[src/rtl/lpif_pack_pkg.sv]
// Shared types for the LPIF single-beat to upstream-pair packer.
// Beat layout, pack state encoding and the default flush timeout.
package lpif_pack_pkg;

  typedef struct packed {
    logic [3:0]  state;
    logic [1:0]  protid;
    logic [31:0] data;
    logic        dvalid;
    logic        crc;
    logic        crc_valid;
    logic        valid;
  } beat_t;

  typedef enum logic {
    EMPTY = 1'b0,
    HALF  = 1'b1
  } pack_state_t;

  localparam int unsigned FLUSH_CYCLES_DEFAULT = 4;

endpackage

[src/rtl/lpif_txrx_x1_asym1_half_ustrm_pack_flush_ctr.sv]
// Idle-timeout counter and saturating flush counter for the packer.
// Built only when LPIF_USTRM_PACK_FLUSH_EN is defined.
module lpif_ustrm_pack_flush_ctr
  import lpif_pack_pkg::*;
#(
  parameter int unsigned FLUSH_CYCLES = FLUSH_CYCLES_DEFAULT
) (
  input  logic        clk_wr,
  input  logic        rst_wr_n,
  input  logic        half,
  input  logic        accept,
  input  logic        flush,
  output logic        flush_due,
  output logic [15:0] flush_cnt
);

  localparam logic [7:0] DUE_AT = 8'(FLUSH_CYCLES - 1);

  logic [7:0] idle_cnt;

  // Flush fires on the edge where this idle cycle would bring the count to FLUSH_CYCLES.
  assign flush_due = (idle_cnt >= DUE_AT);

  always_ff @(posedge clk_wr or negedge rst_wr_n) begin
    if (!rst_wr_n) begin
      idle_cnt <= '0;
    end else if (accept || !half || flush) begin
      idle_cnt <= '0;
    end else if (idle_cnt != 8'hFF) begin
      idle_cnt <= idle_cnt + 8'd1;
    end
  end

  always_ff @(posedge clk_wr or negedge rst_wr_n) begin
    if (!rst_wr_n) begin
      flush_cnt <= '0;
    end else if (flush && flush_cnt != 16'hFFFF) begin
      flush_cnt <= flush_cnt + 16'd1;
    end
  end

endmodule

[src/rtl/lpif_txrx_x1_asym1_half_ustrm_pack.sv]
// Packs pairs of single-beat LPIF transfers into one two-lane upstream word.
// Optional idle flush of a lone lane-0 beat: define LPIF_USTRM_PACK_FLUSH_EN.
module lpif_txrx_x1_asym1_half_ustrm_pack
  import lpif_pack_pkg::*;
#(
  parameter int unsigned FLUSH_CYCLES = FLUSH_CYCLES_DEFAULT
) (
  input  logic        clk_wr,
  input  logic        rst_wr_n,
  input  logic [3:0]  in_state,
  input  logic [1:0]  in_protid,
  input  logic [31:0] in_data,
  input  logic        in_dvalid,
  input  logic        in_crc,
  input  logic        in_crc_valid,
  input  logic        in_valid,
  input  logic        in_push,
  output logic        in_ready,
  output logic [7:0]  ustrm_state,
  output logic [3:0]  ustrm_protid,
  output logic [63:0] ustrm_data,
  output logic [1:0]  ustrm_dvalid,
  output logic [1:0]  ustrm_crc,
  output logic [1:0]  ustrm_crc_valid,
  output logic [1:0]  ustrm_valid,
  output logic        ustrm_push,
  input  logic        ustrm_ready,
  output logic [15:0] flush_cnt
);

  pack_state_t state_q, state_d;
  beat_t       in_beat, lane0_q, out_lo, out_hi;
  logic        out_vld, accept, pair_load, flush_load;

  assign in_beat = '{state: in_state, protid: in_protid, data: in_data,
                     dvalid: in_dvalid, crc: in_crc, crc_valid: in_crc_valid,
                     valid: in_valid};

  assign in_ready = ~out_vld | ustrm_ready;
  assign accept   = in_push & in_ready;

`ifdef LPIF_USTRM_PACK_FLUSH_EN
  logic flush_due;

  lpif_ustrm_pack_flush_ctr #(.FLUSH_CYCLES(FLUSH_CYCLES)) u_flush_ctr (
    .clk_wr    (clk_wr),
    .rst_wr_n  (rst_wr_n),
    .half      (state_q == HALF),
    .accept    (accept),
    .flush     (flush_load),
    .flush_due (flush_due),
    .flush_cnt (flush_cnt)
  );

  // An accepted beat always takes priority over the timeout.
  assign flush_load = (state_q == HALF) & ~accept & in_ready & flush_due;
`else
  assign flush_load = 1'b0;
  assign flush_cnt  = '0;
`endif

  always_comb begin
    state_d   = state_q;
    pair_load = 1'b0;
    case (state_q)
      EMPTY: begin
        if (accept) state_d = HALF;
      end
      HALF: begin
        if (accept) begin
          state_d   = EMPTY;
          pair_load = 1'b1;
        end else if (flush_load) begin
          state_d = EMPTY;
        end
      end
      default: state_d = EMPTY;
    endcase
  end

  always_ff @(posedge clk_wr or negedge rst_wr_n) begin
    if (!rst_wr_n) state_q <= EMPTY;
    else           state_q <= state_d;
  end

  always_ff @(posedge clk_wr or negedge rst_wr_n) begin
    if (!rst_wr_n) begin
      lane0_q <= '0;
    end else if (accept && state_q == EMPTY) begin
      lane0_q <= in_beat;
    end
  end

  // A new load on the draining edge keeps out_vld high for zero-bubble streaming.
  always_ff @(posedge clk_wr or negedge rst_wr_n) begin
    if (!rst_wr_n) begin
      out_lo  <= '0;
      out_hi  <= '0;
      out_vld <= 1'b0;
    end else if (pair_load) begin
      out_lo  <= lane0_q;
      out_hi  <= in_beat;
      out_vld <= 1'b1;
    end else if (flush_load) begin
      out_lo  <= lane0_q;
      out_hi  <= '0;
      out_vld <= 1'b1;
    end else if (ustrm_ready) begin
      out_vld <= 1'b0;
    end
  end

  assign ustrm_push      = out_vld;
  assign ustrm_state     = {out_hi.state,     out_lo.state};
  assign ustrm_protid    = {out_hi.protid,    out_lo.protid};
  assign ustrm_data      = {out_hi.data,      out_lo.data};
  assign ustrm_dvalid    = {out_hi.dvalid,    out_lo.dvalid};
  assign ustrm_crc       = {out_hi.crc,       out_lo.crc};
  assign ustrm_crc_valid = {out_hi.crc_valid, out_lo.crc_valid};
  assign ustrm_valid     = {out_hi.valid,     out_lo.valid};

endmodule

[config.mk]
export PLATFORM = sky130hd
export DESIGN_NAME = lpif_txrx_x1_asym1_half_ustrm_pack
export DESIGN_NICKNAME = d
export VERILOG_FILES = /design/src/rtl/lpif_pack_pkg.sv /design/src/rtl/lpif_txrx_x1_asym1_half_ustrm_pack_flush_ctr.sv /design/src/rtl/lpif_txrx_x1_asym1_half_ustrm_pack.sv
export SDC_FILE = /design/constraint.sdc
export NUM_CORES = 1
export LEC_CHECK = 0
export BUFFER_PORTS_ARGS = -buffer_cell sky130_fd_sc_hd__buf_2
export CAP_MARGIN = 40
export CORE_UTILIZATION = 51
export CTS_CLUSTER_SIZE = 28
export DETAILED_ROUTE_END_ITERATION = 8
export GPL_ROUTABILITY_DRIVEN = 0
export PLACE_DENSITY = 0.79
export SLEW_MARGIN = 40
export SYNTH_ARGS = -nofsm -noshare
export SYNTH_HDL_FRONTEND = slang
export SYNTH_SLANG_ARGS = --single-unit
[constraint.sdc]
create_clock -name clk_wr -period 1.9 [get_ports clk_wr]
set_clock_uncertainty 0.15 [all_clocks]
set_input_delay 0.38 -clock clk_wr [delete_from_list [all_inputs] [get_ports clk_wr]]
set_output_delay 0.38 -clock clk_wr [all_outputs]
set_load 0.05 [all_outputs]
Yosys cells after proc, flatten, opt, wreduce, memory -nomap -nowiden

Cells that the tools add are included.
W data, S select, Z words.

Register bits after elaboration: 128
Output and inout port bits: 102

Muxes and demuxes: 6
Bitwise operators: 4
Reduce and logical (&&, ||, !) cells: 2

Operators with widths:

| operator            | count |
|---|---|
| $mux W1             | 5 |
| $not A1 Y1          | 2 |
| $pmux W1 S2         | 1 |
| $reduce_bool A2 Y1  | 1 |
| $and A1 B1 Y1       | 1 |
| $logic_and A1 B1 Y1 | 1 |
| $or A1 B1 Y1        | 1 |

Logic depth before layout (Yosys ltp)

Gate-level depths: netlist (run 1).

Word-level depth: 6
Gate-level depth with buffers: 6

Least setup slack after synthesis (run 1)

No wires, ideal clock.

Path type: flip-flop to flip-flop
From: register out_vld, in the netlist ustrm_push
To: register out_lo, in the netlist ustrm_data[0]
Setup time: 127 ps
Arrival time: 2,179 ps
Data required time: 1,623 ps
Setup slack: -557 ps
Cell stages (with the launch flop): 7
Path buffers: 2
Clock period less this slack: 2,457 ps
Cells stage by stage: dfrtp_1 nand2b_1 and2_1 ha_1 buf_4 buf_6 mux2_1

Word-level cells in the longest chain between the ends: 5

Ends and longest elaborated chain:

| what                   | line                                      | source |
|---|---|---|
| from (decl)            | lpif_txrx_x1_asym1_half_ustrm_pack.sv:33  | `logic out_vld, accept, pair_load, flush_load;` |
| from (signal assigned) | lpif_txrx_x1_asym1_half_ustrm_pack.sv:99  | `out_vld <= 1'b0;` |
| from (signal assigned) | lpif_txrx_x1_asym1_half_ustrm_pack.sv:103 | `out_vld <= 1'b1;` |
| from (signal assigned) | lpif_txrx_x1_asym1_half_ustrm_pack.sv:107 | `out_vld <= 1'b1;` |
| $not A1 Y1             | lpif_txrx_x1_asym1_half_ustrm_pack.sv:39  | `assign in_ready = ~out_vld \| ustrm_ready;` |
| $or A1 B1 Y1           | lpif_txrx_x1_asym1_half_ustrm_pack.sv:39  |  |
| via in_ready           | lpif_txrx_x1_asym1_half_ustrm_pack.sv:18  | `output logic in_ready,` |
| $and A1 B1 Y1          | lpif_txrx_x1_asym1_half_ustrm_pack.sv:40  | `assign accept = in_push & in_ready;` |
| $mux W1                | lpif_txrx_x1_asym1_half_ustrm_pack.sv:70  | `if (accept) begin` |
| $mux W1                | lpif_txrx_x1_asym1_half_ustrm_pack.sv:65  | `case (state_q)` |
| via pair_load          | lpif_txrx_x1_asym1_half_ustrm_pack.sv:33  |  |
| to (signal assigned)   | lpif_txrx_x1_asym1_half_ustrm_pack.sv:101 | `out_lo <= lane0_q;` |
| to (signal assigned)   | lpif_txrx_x1_asym1_half_ustrm_pack.sv:105 | `out_lo <= lane0_q;` |
| to (decl)              | lpif_txrx_x1_asym1_half_ustrm_pack.sv:32  | `beat_t in_beat, lane0_q, out_lo, out_hi;` |

The timed path passes the listed nets, and every way through them passes these cells.
A chain may end at the register's enable or synchronous reset.

Worst setup path after layout (run 1)

From: register out_vld, in the netlist ustrm_push
To: output in_ready

Word-level cells in the longest chain between the ends: 2

Ends and longest elaborated chain:

| what         | line |
|---|---|
| $not A1 Y1   | lpif_txrx_x1_asym1_half_ustrm_pack.sv:39 |
| $or A1 B1 Y1 | lpif_txrx_x1_asym1_half_ustrm_pack.sv:39 |
| to (decl)    | lpif_txrx_x1_asym1_half_ustrm_pack.sv:18 |

Every way passes these cells.

==> flow_metrics.py, run 1 <==
metrics = {
    "sta": {
        "period_needed_ps": 1800,
        "fin_crit_sh": 0.947,
        "hold_slack_ps": 26.8,
        "final.setup.tns_ps": 0,
        "slew_viol_final": 0,
        "setup_violations": 0,
        "max_freq_mhz": 555,
        "worst_slack_ps": 99.8,
        "finalHoldViolations": 0,
        "rsz0062_at_grt": "no",
    },
    "clock_network": {
        "cts_setup_buffers": 0,
        "cts_num_sinks": 128,
        "cts_tree": "done",
        "root_buffer": "clkbuf_8",
        "worstSkewPairLatency_ps": 500,
        "path_clk_slew_ps": 60,
        "clk_path_buf_depth": 2,
        "cts-buffers-inserted": 17,
        "htree_levels": 4,
    },
    "logic_synthesis": {
        "synth_top_family_by_area": "multiplexers",
        "synth_area_per_cell_um2": 16.8,
        "seq_area_frac_synth": 0.654,
        "synth.area.mux_share": 0.290,
        "yosysUniqueCellTypes": 11,
        "ys_ff_latch": 128,
        "yosys_warnings": 0,
        "synthAdderAreaFrac": 0.00511,
        "synth_compound_area_frac": 0,
        "synth_area_mm2": 0.00490,
        "synthCells": 292,
        "yosys.area_share.simple": 0.00383,
        "synthXorXnorAreaFrac": 0,
    },
    "place": {
        "dpl.hpwl_um": 5920,
        "pre_cts_ws_ps": 58.3,
        "io_buffers": 131,
    },
    "floorplan": {
        "dieArea_mm2": 0.0100,
        "row_count": 35,
        "die_y_um": 100,
        "core_mm2": 0.00928,
        "start_util": 0.528,
        "io_pins": 148,
        "die_x_um": 100,
    },
    "finish": {
        "final_nets": 528,
        "area_delta_synth_final_pct": 38.2,
        "mostFrequentLayoutCells": "buf_2, dfrtp_1, mux2_2, mux2_1, dlygate4sd3_1",
        "num-fill-cells": 594,
        "n_antenna_cell": 0,
        "mostFrequentLayoutCell": "buf_2",
        "drive_gt1_frac": 0.509,
        "utilization": 0.730,
    },
    "detailed_routing": {
        "dr.pass1.iters": 4,
        "routed_wl_um": 9180,
        "vias_per_cell": 4.81,
        "post_drt_wl_per_cell_um": 14.8,
        "dr_total_vias": 2993,
        "ant_nets": 0,
        "drt_iter0_drc": 38,
        "drc": 0,
    },
    "grt": {
        "gr-total-overflow": 0,
        "grt_max_degree": 49,
        "antenna_found_initial": 0,
        "grt_pass1_wl_um": 15500,
        "grt_pass1_vias": 3261,
        "track_usage": 0.203,
    },
    "worst_setup_path": {
        "worst-path-buf-inv": 1,
        "critical_path_arrival_ps": 1270,
        "crit_type": "register to primary output",
        "cp_cell_sequence": "nand2b_4 -> buf_2",
        "cp_slowest_cell": "dfrtp_2",
        "cp_max_fo": 3,
        "required_ps": 1370,
        "end_kind": "primary output",
        "path_delay_family": "flip-flops",
        "slowest_delay_ps": 430,
        "cp-start-kind": "register",
    },
    "job": {
        "maxCapViolCount": 0,
    },
    "min_path": {
        "min_path_type": "input port to register",
    },
    "status": {
        "status": "complete, no violations",
    },
}
[logic make-up after synthesis]
family | count (synthesis)
muxes | 126
and+or+nand+nor | 3
buffers and inverters | 32
other | 1
DFF | 128
adders and majority gates | 2
[per-layer routing]
layer	vias to the layer above	share of wire	wire length [µm]	track usage
li1	1364	-	-	-
met1	1508	0.43	3910	0.251
met2	106	0.49	4500	0.327
met3	15	0.070	645	0.0815
met4	0	0.013	119	0.0702
met5	-	0	0	0
[Yosys cell counts]
master	count	area share
dfrtp_1	128	0.65
mux2_2	77	0.18
mux2_1	49	0.11
buf_4	17	0.026
buf_2	8	0.0082
buf_6	5	0.011
ha_1	2	0.0051
inv_1	2	0.0015
nand2b_1	2	0.0026
and2_1	1	0.0013
conb_1	1	0.00077
[through the flow]
step           instances  area [µm²]
2_1_floorplan        307        5000
3_3_place_gp         547        5740
3_5_place_dp         547        5740
4_1_cts              622        6780
5_1_grt              622        6780
6_report             622        6780
[worst reg2reg max path: stages, from the launching register on]
cell and delay, ps:
dfrtp_2 430, nand2b_4 90, and2_4 160, ha_4 220
buf_12 220, mux2_1 370
[flip-flops by register name, indices dropped and copies added (netlist names)]
register         flops
ustrm_state          8
ustrm_valid          2
ustrm_data          64
state_q              1
ustrm_crc_valid      2
ustrm_dvalid         2
lane0_q             42
ustrm_push           1
ustrm_crc            2
ustrm_protid         4
[worst paths after layout]
kind | start | end | slack [ps] | cells past startpoint
setup reg to reg | ustrm_push | ustrm_data[20] | 140 | 5
max in group asynchronous | rst_wr_n | lane0_q[10] | 790 | 3
setup / recovery | ustrm_push | in_ready | 100 | 2
min in group asynchronous | rst_wr_n | ustrm_data[35] | 220 | 2
hold reg to reg | lane0_q[20] | ustrm_data[16] | 330 | 1
hold / removal | ustrm_ready | ustrm_push | 30 | 3
[area by class of cell]
| cell class | instances | area, µm² | share of cell area |
|---|---|---|---|
| multi-input cells | 147 | 1550 | 0.228 |
| repair buffers | 184 | 1250 | 0.185 |
| well taps | 129 | 161 | 0.0238 |
| flip-flops and latches | 128 | 3200 | 0.473 |
| clock inverters | 10 | 160 | 0.0236 |
| clock buffers | 22 | 443 | 0.0654 |
| inverters | 2 | 7.51 | 0.00111 |
[what timing repair did]
action,CTS,global route
resized for setup,0,0
endpoints found under the hold margin,140,0
hold buffers,43,0
endpoints found under the setup margin,0,0
Power of run 1 is not shown: default switching activity piles up to over one toggle a cycle in this logic, so the estimate is an artifact.
==> run 2: changes to the inputs <==
--- a/config.mk
+++ b/config.mk
@@ -11,7 +11,7 @@
 export CTS_CLUSTER_SIZE = 28
 export DETAILED_ROUTE_END_ITERATION = 8
 export GPL_ROUTABILITY_DRIVEN = 0
-export PLACE_DENSITY = 0.79
+export PLACE_DENSITY = 0.88
 export SLEW_MARGIN = 40
 export SYNTH_ARGS = -nofsm -noshare
 export SYNTH_HDL_FRONTEND = slang
==> run 2 against run 1 <==
Cell area increased by 0.33%; sequential share of layout area is 0.16 points lower; critical path depth unchanged; worst hold slack got worse by 22 ps; fmax is 0.60% lower; utilization is 0.24 points higher; via count up 1.6%; global-route usage grew 1.5 points.
==> flow_metrics.py, run 2 (same netlist as run 1, synthesis figures left out) <==
metrics = {
    "grt": {
        "grt_max_degree": 56,
        "busiest_layer": "met2",
        "grt_use_met1": 0.244,
        "use_met2": 0.375,
        "track_usage": 0.218,
        "gr-total-overflow": 0,
        "grt_pass1_wl_um": 16200,
        "antenna_found_initial": 0,
        "grt_pass1_vias": 3265,
        "use_met3": 0.0773,
    },
    "floorplan": {
        "die_y_um": 100,
        "die_x_um": 100,
        "start_util": 0.528,
        "row_count": 35,
        "core_mm2": 0.00928,
        "io_pins": 148,
        "dieArea_mm2": 0.0100,
    },
    "detailed_routing": {
        "drt_iter0_drc": 50,
        "routed_wl_um": 10000,
        "post_drt_wl_per_cell_um": 16.2,
        "drc": 0,
        "ant_nets": 0,
        "vias_per_cell": 4.90,
        "dr.pass1.iters": 4,
        "dr_total_vias": 3041,
    },
    "finish": {
        "seqCellArea_mm2": 0.00320,
        "area_delta_synth_final_pct": 38.7,
        "instances_no_fill": 620,
        "utilization": 0.732,
        "n_antenna_cell": 0,
        "design_area_mm2": 0.00680,
        "multiInputGateArea_mm2": 0.00155,
        "final_nets": 526,
        "num-fill-cells": 597,
        "mostFrequentLayoutCell": "buf_2",
        "largest_reg_flops": 64,
        "drive_gt1_frac": 0.507,
        "mostFrequentLayoutCells": "buf_2, dfrtp_1, mux2_2, mux2_1, dlygate4sd3_1",
    },
    "clock_network": {
        "worstSkewPairLatency_ps": 510,
        "cts_num_sinks": 128,
        "htree_levels": 4,
        "clk_path_buf_depth": 2,
        "cts-buffers-inserted": 17,
        "cts-resized-gates": 0,
        "path_clk_slew_ps": 60,
        "cts_tree": "done",
        "root_buffer": "clkbuf_8",
    },
    "worst_setup_path": {
        "crit_type": "register to primary output",
        "reg2reg_to": "lane0_q[30]",
        "cp-start-kind": "register",
        "cp_max_fo": 3,
        "end_kind": "primary output",
        "r2r_cells": 5,
        "critical_path_arrival_ps": 1280,
        "r2r_start": "ustrm_push",
        "required_ps": 1370,
        "ff2ff_setup_slack_ps": 180,
    },
    "job": {
        "maxCapViolCount": 0,
    },
    "sta": {
        "setup_violations": 0,
        "finalHoldViolations": 0,
        "slew_viol_final": 0,
        "period_needed_ps": 1810,
        "final.setup.tns_ps": 0,
        "max_freq_mhz": 552,
        "rsz0062_at_grt": "no",
        "fin_crit_sh": 0.953,
    },
    "place": {
        "post_dp_cell_area_mm2": 0.00573,
        "dpl.hpwl_um": 6180,
        "place_inst": 545,
        "io_buffers": 131,
    },
    "min_path": {
        "hold_end": "ustrm_push",
        "min_path_type": "input port to register",
        "min_from": "ustrm_ready",
        "worstHoldPathCells": 3,
    },
    "status": {
        "status": "complete, no violations",
    },
}
## run 2: final cells by class
type,instances,share of cell area
Clock buffer,21,0.0631
Clock inverter,11,0.0311
Inverter,2,0.00110
Multi-Input combinational cell,147,0.228
Sequential cell,128,0.471
Tap cell,129,0.0237
Timing Repair Buffer,182,0.182
## run 2: worst max path at each step
stage                startpoint           to  slack [ps]  cells after the start
floorplan            ustrm_push  lane0_q[10]         -30                      6
CTS                  ustrm_push     in_ready          70                      2
global route         ustrm_push     in_ready          40                      2
global placement    ustrm_ready  lane0_q[25]         140                      6
detailed placement  ustrm_ready   lane0_q[4]         120                      6
finish               ustrm_push     in_ready          90                      2
## run 2: per-layer routing
layer / wire length [µm] / vias to the layer above / part of all wire
met2: 5270 / 117 / 0.52
li1: - / 1360 / -
met1: 3950 / 1545 / 0.39
met5: 0 / - / 0
met3: 606 / 19 / 0.060
met4: 223 / 0 / 0.022
## run 2: per-stage QoR
stage               hold WS, ps  setup WS [ps]
detailed placement          191            115
floorplan                 -65.6          -26.4
global route               2.24           42.1
CTS                        6.53           65.1
global placement            188            145
finish                     4.29           88.9
## run 2: repair_timing
item / in CTS / in global routing
setup endpoints to repair: 0 / 0
hold endpoints to repair: 113 / 0
buffers inserted: 0 / 0
hold buffers: 43 / 0
## run 2: critical path, cell delays in order, from the launching register on
cell and delay (ps):
dfrtp_2 430, nand2b_4 80, buf_2 270
Power of run 2 is left out for the same reason.
==> run 3: changes to the inputs <==
--- a/config.mk
+++ b/config.mk
@@ -7,6 +7,7 @@
 export LEC_CHECK = 0
 export BUFFER_PORTS_ARGS = -buffer_cell sky130_fd_sc_hd__buf_2
 export CAP_MARGIN = 40
+export CORE_ASPECT_RATIO = 1.4
 export CORE_UTILIZATION = 51
 export CTS_CLUSTER_SIZE = 28
 export DETAILED_ROUTE_END_ITERATION = 8
==> run 3 against run 2 <==
The run now ends with design-rule violations left; cell count down 9.7%; register-to-register slack about the same; critical path depth up 3; cell area down 7.2%; non-clock buffer count down 41; sequential cell count unchanged; wire length down 12%.
==> flow_metrics.py, run 3 (same netlist as run 1, synthesis figures left out) <==
metrics = {
    "status": {
        "status": "complete, but fails checks",
        "failed_checks": "design-rule violations",
    },
    "floorplan": {
        "die_x_um": 84.9,
        "die_y_um": 118,
        "row_count": 42,
        "dieArea_mm2": 0.0100,
        "start_util": 0.521,
        "core_mm2": 0.00941,
        "io_pins": 148,
    },
    "finish": {
        "design_area_mm2": 0.00631,
        "largest_reg_flops": 64,
        "final_nets": 485,
        "n_antenna_cell": 0,
        "instances_no_fill": 560,
        "num-fill-cells": 669,
        "utilization": 0.671,
        "mostFrequentLayoutCells": "buf_2, dfrtp_1, mux2_2, mux2_1, clkbuf_16",
        "area_delta_synth_final_pct": 28.7,
        "drive_gt1_frac": 0.553,
        "mostFrequentLayoutCell": "buf_2",
    },
    "worst_setup_path": {
        "critical_path_arrival_ps": 1840,
        "r2r_cells": 5,
        "reg2reg_to": "lane0_q[36]",
        "cp_cell_sequence": "nand2b_4 -> and2_4 -> ha_2 -> buf_12 -> mux2_2",
        "worst-path-buf-inv": 1,
        "required_ps": 2030,
        "crit_path_start": "ustrm_push",
        "end_kind": "register",
        "slowest_delay_ps": 410,
        "path_delay_family": "flip-flops",
        "cp_num_cells": 5,
        "r2r_start": "ustrm_push",
        "cp_max_fo": 26,
        "endpoint": "lane0_q[36]",
        "ff2ff_setup_slack_ps": 190,
        "crit_type": "register to register",
        "cp_slowest_cell": "dfrtp_2",
        "cp-start-kind": "register",
    },
    "min_path": {
        "min_path_type": "input port to register",
        "min_from": "in_state[2]",
    },
    "detailed_routing": {
        "drc": 10,
        "vias_per_cell": 5.03,
        "post_drt_wl_per_cell_um": 15.9,
        "ant_nets": 0,
        "drt_iter0_drc": 101,
        "routed_wl_um": 8880,
        "dr_total_vias": 2816,
        "dr.pass1.iters": 8,
    },
    "place": {
        "post_dp_cell_area_mm2": 0.00571,
        "place_inst": 527,
        "pre_cts_ws_ps": 83.1,
        "io_buffers": 131,
        "dpl.hpwl_um": 6180,
    },
    "sta": {
        "setup_violations": 0,
        "finalHoldViolations": 0,
        "period_needed_ps": 1710,
        "rsz0062_at_grt": "no",
        "slew_viol_final": 0,
        "max_freq_mhz": 585,
        "worst_slack_ps": 192,
        "fin_crit_sh": 0.899,
    },
    "grt": {
        "track_usage": 0.196,
        "grt_max_degree": 48,
        "antenna_found_initial": 0,
        "grt_pass1_vias": 3049,
        "gr-total-overflow": 0,
        "grt_pass1_wl_um": 14600,
    },
    "clock_network": {
        "path_clk_slew_ps": 50,
        "worstSkewPairLatency_ps": 400,
        "cts_num_sinks": 128,
        "clk_path_buf_depth": 2,
        "cts-resized-gates": 0,
        "htree_levels": 4,
        "cts_tree": "done",
        "root_buffer": "clkbuf_16",
        "cts-buffers-inserted": 17,
    },
    "job": {
        "maxCapViolCount": 0,
    },
}
==> run 3: changes by cell type in the layout (fill, tap and decap cells not counted) <==
cell / change
buf_4: +1
clkinv_4: -1
bufinv_16: -4
clkbuf_8: +4
clkbuf_16: +1
clkinvlp_4: -1
dlygate4sd3_1: -42
clkbuf_1: +1
==> run 3: worst min-delay path by stage <==
stage | endpoint | depth (start not counted)
2_1_floorplan | lane0_q[0] | 0
3_3_place_gp | lane0_q[16] | 1
3_5_place_dp | ustrm_data[47] | 1
4_1_cts | ustrm_state[5] | 2
5_1_grt | ustrm_state[6] | 2
6_report | ustrm_state[6] | 2
==> run 3: stage by stage <==
step	hold WS, ps	setup TNS (ps)
final	59.5	0
after global routing	49.9	0
after CTS	44.1	0
after detailed placement	170	0
after global placement	168	0
after floorplan	-65.6	-793
==> run 3: area by class of cell <==
type / instances / area [µm²] / area share
Inverter: 2 / 7.51 / 0.00119
Sequential cell: 128 / 3200 / 0.508
Timing Repair Buffer: 141 / 823 / 0.131
Clock inverter: 5 / 75.1 / 0.0119
Multi-Input combinational cell: 147 / 1550 / 0.245
Clock buffer: 27 / 513 / 0.0813
Tap cell: 110 / 138 / 0.0218
==> run 3: what timing repair did <==
item                                   in CTS  in global routing
setup endpoints to repair                   0                  0
endpoints found under the hold margin      24                  0
buffers inserted                            0                  0
hold buffers                                1                  0
==> run 3: routing by layer <==
layer | up-vias | part of all wire | GRT usage
li1 | 1272 | - | -
met1 | 1440 | 0.37 | 0.212
met2 | 89 | 0.57 | 0.352
met3 | 15 | 0.039 | 0.0596
met4 | 0 | 0.019 | 0.0826
met5 | - | 0 | 0
Power of run 3 is left out for the same reason.
